## config.mk

```make
export PLATFORM = sky130hd
export DESIGN_NAME = imem_loader
export DESIGN_NICKNAME = d
export VERILOG_FILES = /design/src/rtl/imem_loader_pkg.sv /design/src/rtl/loader_word_asm.sv /design/src/rtl/imem_loader.sv
export SDC_FILE = /design/constraint.sdc
export NUM_CORES = 1
export LEC_CHECK = 0
export BUFFER_PORTS_ARGS = -buffer_cell sky130_fd_sc_hd__buf_4
export CAP_MARGIN = 5
export CORE_MARGIN = 4
export CORE_UTILIZATION = 45
export CTS_CLUSTER_DIAMETER = 120
export CTS_CLUSTER_SIZE = 24
export DETAILED_ROUTE_END_ITERATION = 8
export SYNTH_ARGS = -nofsm -noshare
export SYNTH_HDL_FRONTEND = slang
export SYNTH_SLANG_ARGS = --single-unit
export TNS_END_PERCENT = 100
```

## constraint.sdc

```tcl
create_clock -name clock -period 2.95 [get_ports clock]
set_input_delay 0.885 -clock clock [delete_from_list [all_inputs] [get_ports clock]]
set_output_delay 0.885 -clock clock [all_outputs]
set_load 0.05 [all_outputs]
```

## src/rtl/imem_loader_pkg.sv

```systemverilog
// Shared constants and state encoding for the instruction-memory boot loader.
// Stream layout: two length bytes, 4*N instruction bytes, then one XOR checksum byte.
package imem_loader_pkg;

    localparam int BYTE_W         = 8;
    localparam int HDR_LEN        = 2;
    localparam int BYTES_PER_WORD = 4;
    localparam int LEN_W          = HDR_LEN * BYTE_W;
    localparam int WORD_W         = BYTES_PER_WORD * BYTE_W;
    localparam int BCNT_W         = $clog2(BYTES_PER_WORD);

    typedef enum logic [2:0] {
        ST_LEN_LO,
        ST_LEN_HI,
        ST_DATA,
        ST_CSUM,
        ST_DONE,
        ST_ERROR
    } ld_state_t;

endpackage

```

## src/rtl/loader_word_asm.sv

```systemverilog
// Little-endian byte-to-word assembler: the first byte lands in [7:0], the fourth in [31:24].
module loader_word_asm
    import imem_loader_pkg::*;
(
    input  logic              clock,
    input  logic              reset,
    input  logic              clear,
    input  logic              byte_en,
    input  logic [BYTE_W-1:0] in_byte,
    output logic [WORD_W-1:0] word_next,
    output logic              word_last
);

    logic [WORD_W-BYTE_W-1:0] shift_q;
    logic [BCNT_W-1:0]        bcnt_q;

    // word_next is the full word as it stands once the current byte is included
    assign word_next = {in_byte, shift_q};
    assign word_last = byte_en && (bcnt_q == BCNT_W'(BYTES_PER_WORD - 1));

    always_ff @(posedge clock or negedge reset) begin
        if (!reset) begin
            shift_q <= '0;
            bcnt_q  <= '0;
        end else if (clear) begin
            shift_q <= '0;
            bcnt_q  <= '0;
        end else if (byte_en) begin
            shift_q <= word_next[WORD_W-1:BYTE_W];
            bcnt_q  <= bcnt_q + 1'b1;
        end
    end

endmodule

```

## src/rtl/imem_loader.sv

```systemverilog
// Boot loader: parses a length-prefixed byte stream into instruction-memory writes,
// verifies an XOR checksum and holds the core in reset until a load completes cleanly.
module imem_loader
    import imem_loader_pkg::*;
#(
    parameter int IMEM_DEPTH = 256,
    parameter int ADDR_W     = 8
) (
    input  logic              clock,
    input  logic              reset,
    input  logic [BYTE_W-1:0] in_data,
    input  logic              in_valid,
    output logic              in_ready,
    input  logic              restart,
    output logic              imem_we,
    output logic [ADDR_W-1:0] imem_addr,
    output logic [WORD_W-1:0] imem_wdata,
    output logic              core_hold,
    output logic              load_done,
    output logic              load_error
);

    localparam logic [LEN_W-1:0] DEPTH_L = LEN_W'(IMEM_DEPTH);

    ld_state_t         state;
    logic [LEN_W-1:0]  n_words;
    logic [BYTE_W-1:0] csum;
    logic [ADDR_W-1:0] widx;

    logic              xfer;
    logic              asm_clear;
    logic              byte_en;
    logic              word_last;
    logic              last_word;
    logic [WORD_W-1:0] word_next;
    logic [LEN_W-1:0]  len_full;

    assign xfer      = in_valid & in_ready;
    assign asm_clear = restart && ((state == ST_DONE) || (state == ST_ERROR));
    assign byte_en   = xfer && (state == ST_DATA);
    assign len_full  = {in_data, n_words[BYTE_W-1:0]};
    assign last_word = (LEN_W'(widx) == (n_words - 1'b1));

    loader_word_asm u_word_asm (
        .clock     (clock),
        .reset     (reset),
        .clear     (asm_clear),
        .byte_en   (byte_en),
        .in_byte   (in_data),
        .word_next (word_next),
        .word_last (word_last)
    );

    always_ff @(posedge clock or negedge reset) begin
        if (!reset) begin
            state      <= ST_LEN_LO;
            in_ready   <= 1'b0;
            imem_we    <= 1'b0;
            imem_addr  <= '0;
            imem_wdata <= '0;
            core_hold  <= 1'b1;
            load_done  <= 1'b0;
            load_error <= 1'b0;
            n_words    <= '0;
            csum       <= '0;
            widx       <= '0;
        end else begin
            imem_we   <= 1'b0;
            load_done <= 1'b0;
            unique case (state)
                ST_LEN_LO: begin
                    // in_ready first rises here after reset release
                    in_ready <= 1'b1;
                    if (xfer) begin
                        n_words[BYTE_W-1:0] <= in_data;
                        csum                <= csum ^ in_data;
                        state               <= ST_LEN_HI;
                    end
                end
                ST_LEN_HI: begin
                    if (xfer) begin
                        n_words <= len_full;
                        csum    <= csum ^ in_data;
                        if (len_full == '0) begin
                            state <= ST_CSUM;
                        end else if (len_full > DEPTH_L) begin
                            state      <= ST_ERROR;
                            in_ready   <= 1'b0;
                            load_error <= 1'b1;
                        end else begin
                            state <= ST_DATA;
                        end
                    end
                end
                ST_DATA: begin
                    if (xfer) begin
                        csum <= csum ^ in_data;
                        if (word_last) begin
                            imem_we    <= 1'b1;
                            imem_addr  <= widx;
                            imem_wdata <= word_next;
                            widx       <= widx + 1'b1;
                            // in_ready stays high so the write overlaps the checksum cycle
                            if (last_word) begin
                                state <= ST_CSUM;
                            end
                        end
                    end
                end
                ST_CSUM: begin
                    if (xfer) begin
                        in_ready <= 1'b0;
                        if (in_data == csum) begin
                            state     <= ST_DONE;
                            load_done <= 1'b1;
                            core_hold <= 1'b0;
                        end else begin
                            state      <= ST_ERROR;
                            load_error <= 1'b1;
                        end
                    end
                end
                ST_DONE, ST_ERROR: begin
                    in_ready <= 1'b0;
                    if (restart) begin
                        state      <= ST_LEN_LO;
                        in_ready   <= 1'b1;
                        core_hold  <= 1'b1;
                        load_error <= 1'b0;
                        n_words    <= '0;
                        csum       <= '0;
                        widx       <= '0;
                    end
                end
                default: begin
                    state     <= ST_LEN_LO;
                    in_ready  <= 1'b0;
                    core_hold <= 1'b1;
                end
            endcase
        end
    end

endmodule

```

======== Word-level counts from Yosys, hierarchy flattened ========
Index checks and enable logic that the tools add are counted.
storage, ports and cells
  register bits ........................... 106
  output and inout bits ................... 45
cells by class
  $add $sub $neg .......................... 3
  magnitude comparators ................... 1
  eq/ne operators ......................... 20
  muxes and demuxes ....................... 49
  bitwise logic cells ..................... 5
  reductions and logical operators ........ 23
operator list
  kind                     number
  $mux W24                 2
  $pmux W8 S2              3
  $mux W8                  5
  $mux W16                 2
  $mux W3                  9
  $pmux W8 S3              1
  $mux W1                  21
  $ne A2 B2 Y1 const B     10
  $eq A8 B16 Y1            1
  $gt A16 B9 Y1 const B    1
  $logic_not A16 Y1        1
  $sub A16 B1 Y16 const B  1
  $pmux W3 S5              1
  $reduce_and A7 Y1        2
  $reduce_and A4 Y1        3
  $reduce_bool A2 Y1       5
  $reduce_and A3 Y1        3
  $add A8 B1 Y8 const B    1
  $eq A8 B8 Y1             1
  $xor A8 B8 Y8            1
  $eq A3 B2 Y1 const B     2
  $eq A3 B3 Y1 const B     2
  $pmux W1 S3              2
  $pmux W1 S5              1
  14 further kinds         20

======== Longest topological paths before layout ========
  depth in word-level cells ............... 6
  depth in mapped cells ................... 9
  mapped depth without buffers ............ 8

======== Modules after synthesis ========
A second synthesis with hierarchy kept.
unflattened totals
  cell total of the unflattened synthesis .. 517
  area, all modules ....................... 4912.2 sq um
modules (own cells, without submodules)
  module           instances  cells an instance  area each (sq um)  sequential area each (sq um)
  imem_loader      1          423                3758.6             2003.2
  loader_word_asm  1          94                 1153.6             650.6

======== Least setup slack after synthesis ========
OpenSTA, ideal clock, no wires.
  path kind ............................... input-to-reg
  from .................................... in in_valid
  to ...................................... reg state[0]
  library setup time ...................... 125 ps
  arrival time ............................ 2243 ps
  required time ........................... 2825 ps
  slack ................................... 582 ps
  stages .................................. 8
  buffers on the path ..................... 1
  cell sequence ........................... nand2_2 -> nand4bb_1 -> buf_2 -> clkinv_2 -> and4b_1 -> o2111ai_2 -> o31ai_4 -> mux2_4
between the ends
  word-level cells in the longest chain between the ends .. 5
  elaborated cells on any way between the ends .. 9
  classes of those cells .................. eq/ne: 5; bitwise: 1; reduce/logical: 3
RTL lines
  what                                  RTL line               source
  start, declared                       imem_loader.sv:12      input logic in_valid,
  $and A1 B1 Y1 *                       imem_loader.sv:38      assign xfer = in_valid & in_ready;
  $logic_and A1 B1 Y1                   imem_loader.sv:40      assign byte_en = xfer && (state == ST_DATA);
  $logic_and A1 B1 Y1                   loader_word_asm.sv:19  assign word_last = byte_en && (bcnt_q == BCNT_W'(BYTES_PER_WORD - 1));
  $ne A2 B1 Y1 (no source line)         --
  $reduce_and A7 Y1 (no source line) *  --
  end signal, assigned                  imem_loader.sv:56      state <= ST_LEN_LO;
  end signal, assigned                  imem_loader.sv:77      state <= ST_LEN_HI;
  end signal, assigned                  imem_loader.sv:85      state <= ST_CSUM;
  end, declared                         imem_loader.sv:25      ld_state_t state;
Every way passes the cells marked *; elsewhere a longest branch is shown, timed or not.
A chain may end at the register's enable or synchronous reset.

======== Worst setup path after layout ========
  from .................................... reg n_words[2]
  to ...................................... reg state[0]
between the ends
  word-level cells in the longest chain between the ends .. 5
  elaborated cells on any way between the ends .. 10
  classes of those cells .................. add/sub: 1; order compare: 1; eq/ne: 2; mux: 4; reduce/logical: 2
RTL lines
  what                                                                     RTL line           source
  start, declared                                                          imem_loader.sv:26  logic [LEN_W-1:0] n_words;
  start signal, assigned by index                                          imem_loader.sv:75  n_words[BYTE_W-1:0] <= in_data;
  start signal, assigned                                                   imem_loader.sv:82  n_words <= len_full;
  parallel branches: the longest is 5 deep, another holds $sub A16 B1 Y16  --
  end signal, assigned                                                     imem_loader.sv:85
  end signal, assigned                                                     imem_loader.sv:87  state <= ST_ERROR;
  end signal, assigned                                                     imem_loader.sv:91  state <= ST_DATA;
Several ways; the timed one is not identified. The select of a mux whose other input is x is not followed.

==> impl_metrics.csv <==
group,metric,value,unit
layout,postLayoutCellArea,5558,µm²
cts,clock_path_buffers,2,
cts,ctsHtreeMaxLevel,3,
place,place_area,5353,µm²
synthesis,yosysMostFrequentCell,"dfrtp_1",
floorplanning,num_rows,37,
cts,cts_buffers,9,
cts,cts_setup_buffers,0,
cts,hold_buffers,0,
timing,tns,0,ps
synthesis,netlist.area_leader.share,54.53,%
synthesis,synth.net_count,476,
power,pwr-share-clk,24.7,%
grt,grt_pass1_vias,3473,
layout,fin_cells,643,
timing,hold_viol,0,
cts,cts_sinks,106,
timing,worstMarginPinSlew,597.1,ps
cts,path_clk_slew,90,ps
route,dr.pass1.iters,4,
hold_path,hold_class,"reg -> reg",
timing,min_period_over_period,79.41,%
timing,clock.fmax,426.9,MHz
cts,clockRootBuffer,"clkbuf_8",
worst_setup_path,cp_num_cells,6,
synthesis,synth_seq_area_share,55.08,%
worst_setup_path,worstPathRequired,3200,ps
timing,skew,12.67,ps
layout,syn_to_final_growth,15.35,%
place,dp_hpwl,7241,µm
grt,grt_use_total,17.83,%
worst_setup_path,r2r_cells,6,
power,p_int,2.502,mW
grt,grt_use_met3,3.098,%
status,outcome,"completed",
power,sw_frac_of_total,34.78,%
timing,worst_hold_slack,490.5,ps
timing,min_period,2343,ps
layout,nFillCells,969,
floorplanning,start_util,46.46,%
timing,setup_violations,0,
timing,relSlewSlack,59.98,%
power,seqPwrFrac,47.8,%
synthesis,synth_common_cells,"dfrtp_1, nand2_1, o21ai_0, mux2_2, clkbuf_1",
grt,met2_usage,28.03,%
route,drcViolationCount,0,
place,port_buffers,56,
synthesis,syn_area_per_cell,10.47,µm²
run,maxCapViolCount,0,
synthesis,synth_cells,460,
route,wirelength,10620,µm
synthesis,yosysTopAreaCell,"dfrtp_1",
synthesis,ys_seq_elements,106,
synthesis,syn-cell-area,4818,µm²
route,viasPerCell,5.369,
hold_path,hold_depth,2,
synthesis,synthTopCellsByArea,"dfrtp_1, mux2_2, nand2_1",
power,ir_worst_vdd,0.0003614,V
worst_setup_path,cp_cell_sequence,"nor3_2 -> nand4_1 -> a211oi_2 -> o2111ai_2 -> o31ai_4 -> mux2_4",
grt,grt_busiest_layer,"met2",
cts,cts_tree,"built",
layout,drive_gt1_share,26.43,%
cts,post_cts_resized,0,
worst_setup_path,cpLargestDelayFamily,"compound AO/OA/AOI/OAI gates",
power,p_leak,2.631,nW
floorplanning,die_h,111.5,µm
worst_setup_path,worst_path_max_delay_cell,"nor3_2",
synthesis,async_flop_share,100.0,%
worst_setup_path,start_kind,"flop",
synthesis,synth-main-ff-cell,"dfrtp_1",
power,combPwrFrac,27.5,%
grt,grt_max_degree,52,
timing,rsz0062_at_grt,"no",
worst_setup_path,max_stage_delay,530,ps
synthesis,ys_warn_count,0,
cts,clkLatencyLatePin,360,ps
route,vias,3452,
worst_setup_path,crit_path_end_kind,"flop",
route,wl_per_cell,16.51,µm
grt,grt_util_met1,25.09,%
grt,grt_overflow,0,
worst_setup_path,crit_buf_inv,0,
power,p_per_area,690.1,nW/µm²
floorplanning,die-area,12430,µm²
place,globalplace.congestion,0.8634,
floorplanning,die_w,111.5,µm
synthesis,synth_edf_count,0,
power,p_sw,1.334,mW
place,dp_cells,629,
grt,antenna_found_initial,0,
floorplanning,ios,57,
worst_setup_path,critPathArrivalTime,2590,ps
timing,slew_violations,0,
worst_setup_path,crit_type,"reg -> reg",
route,initialDrtViolationCount,128,
route,ant_nets,0,
synthesis,yosys.cell_types.count,47,
worst_setup_path,r2r_slack,610,ps
layout,diodes,0,
worst_setup_path,crit_fanout,11,
grt,grt_first_pass_wirelength,17920,µm
floorplanning,core-area,10370,µm²
layout,final_nets,520,
==> cells by family (layout without fill, tap and decap cells) <==
kind of cell	count (synthesis)	in the layout	synth area share, %
fa+ha+maj	4	4	1.039
compound gates	98	98	12.13
flops	106	106	55.08
mux	42	42	9.867
buf+inv	37	84	3.401
xor+xnor	26	26	4.726
simple gates	147	147	13.76
==> power by group through the flow <==
stage	Sequential, mW	Combinational (mW)	Clock [mW]
after global placement	1.86	1.04	0
final	1.83	1.05	0.947
after CTS	1.83	1.06	0.984
after detailed placement	1.86	1.05	0
after global routing	1.87	1.18	1.03
after floorplan	1.82	0.816	0
==> sequential cells by signal, indices dropped and copies added (netlist names) <==
register / flops
n_words: 16
core_hold: 1
widx: 8
csum: 8
load_error: 1
imem_addr: 8
load_done: 1
u_word_asm.shift_q: 24
u_word_asm.bcnt_q: 2
imem_wdata: 32
in_ready: 1
imem_we: 1
state: 3
==> worst reg2reg max path: stages, from the launching register on <==
cell and delay, ps:
dfrtp_1 460, nor3_2 530, nand4_1 190, a211oi_2 280, o2111ai_2 180, o31ai_4 270
mux2_4 320
==> stage by stage <==
stage          util (%)  power (mW)  setup WS, ps
2_1_floorplan         -       2.636         581.9
3_3_place_gp      51.62       2.891         488.0
3_5_place_dp      51.62       2.915         425.0
4_1_cts           53.60       3.882         581.6
5_1_grt           53.60       4.085         445.1
6_report          53.60       3.835         607.3
==> cell usage in the layout, fill, tap and decap left out, types with 3 or more instances in the layout <==
master / n
dfrtp_1: 105
nand2_1: 95
o21ai_0: 66
buf_4: 63
mux2_2: 40
xor2_1: 14
a21oi_1: 14
xnor2_1: 12
nor2_1: 12
nand3_1: 9
clkbuf_8: 9
nand4_1: 6
nor3_1: 5
inv_1: 4
nor4_1: 4
ha_1: 4
nor2b_1: 3
==> metal layers <==
metal  vias to the layer above  wire, µm
li1                       1670         -
met4                         0        75
met3                         8       571
met1                      1699      4966
met2                        75      5004
met5                         -         0
==> area by class of cell <==
cell class / instances / area [µm²] / share of cell area, %
clock buffers: 10 / 127.6 / 2.296
inverters: 6 / 23.77 / 0.4277
clock inverters: 4 / 77.57 / 1.396
repair buffers: 64 / 493.0 / 8.870
flip-flops and latches: 106 / 2654 / 47.75
well taps: 136 / 170.2 / 3.062
multi-input cells: 317 / 2012 / 36.20
==> path summary, 6_finish.rpt <==
check	startpoint	endpoint
max reg2reg	n_words[2]$_DFFE_PN0P_	state[0]$_DFFE_PN0P_
max	n_words[2]$_DFFE_PN0P_	state[0]$_DFFE_PN0P_
min in group asynchronous	reset	u_word_asm.shift_q[22]$_DFFE_PN0P_
max in group asynchronous	reset	imem_addr[5]$_DFFE_PN0P_
min reg2reg	core_hold$_DFFE_PN1P_	core_hold$_DFFE_PN1P_
min	core_hold$_DFFE_PN1P_	core_hold$_DFFE_PN1P_
(Power assumes the default switching activity.)
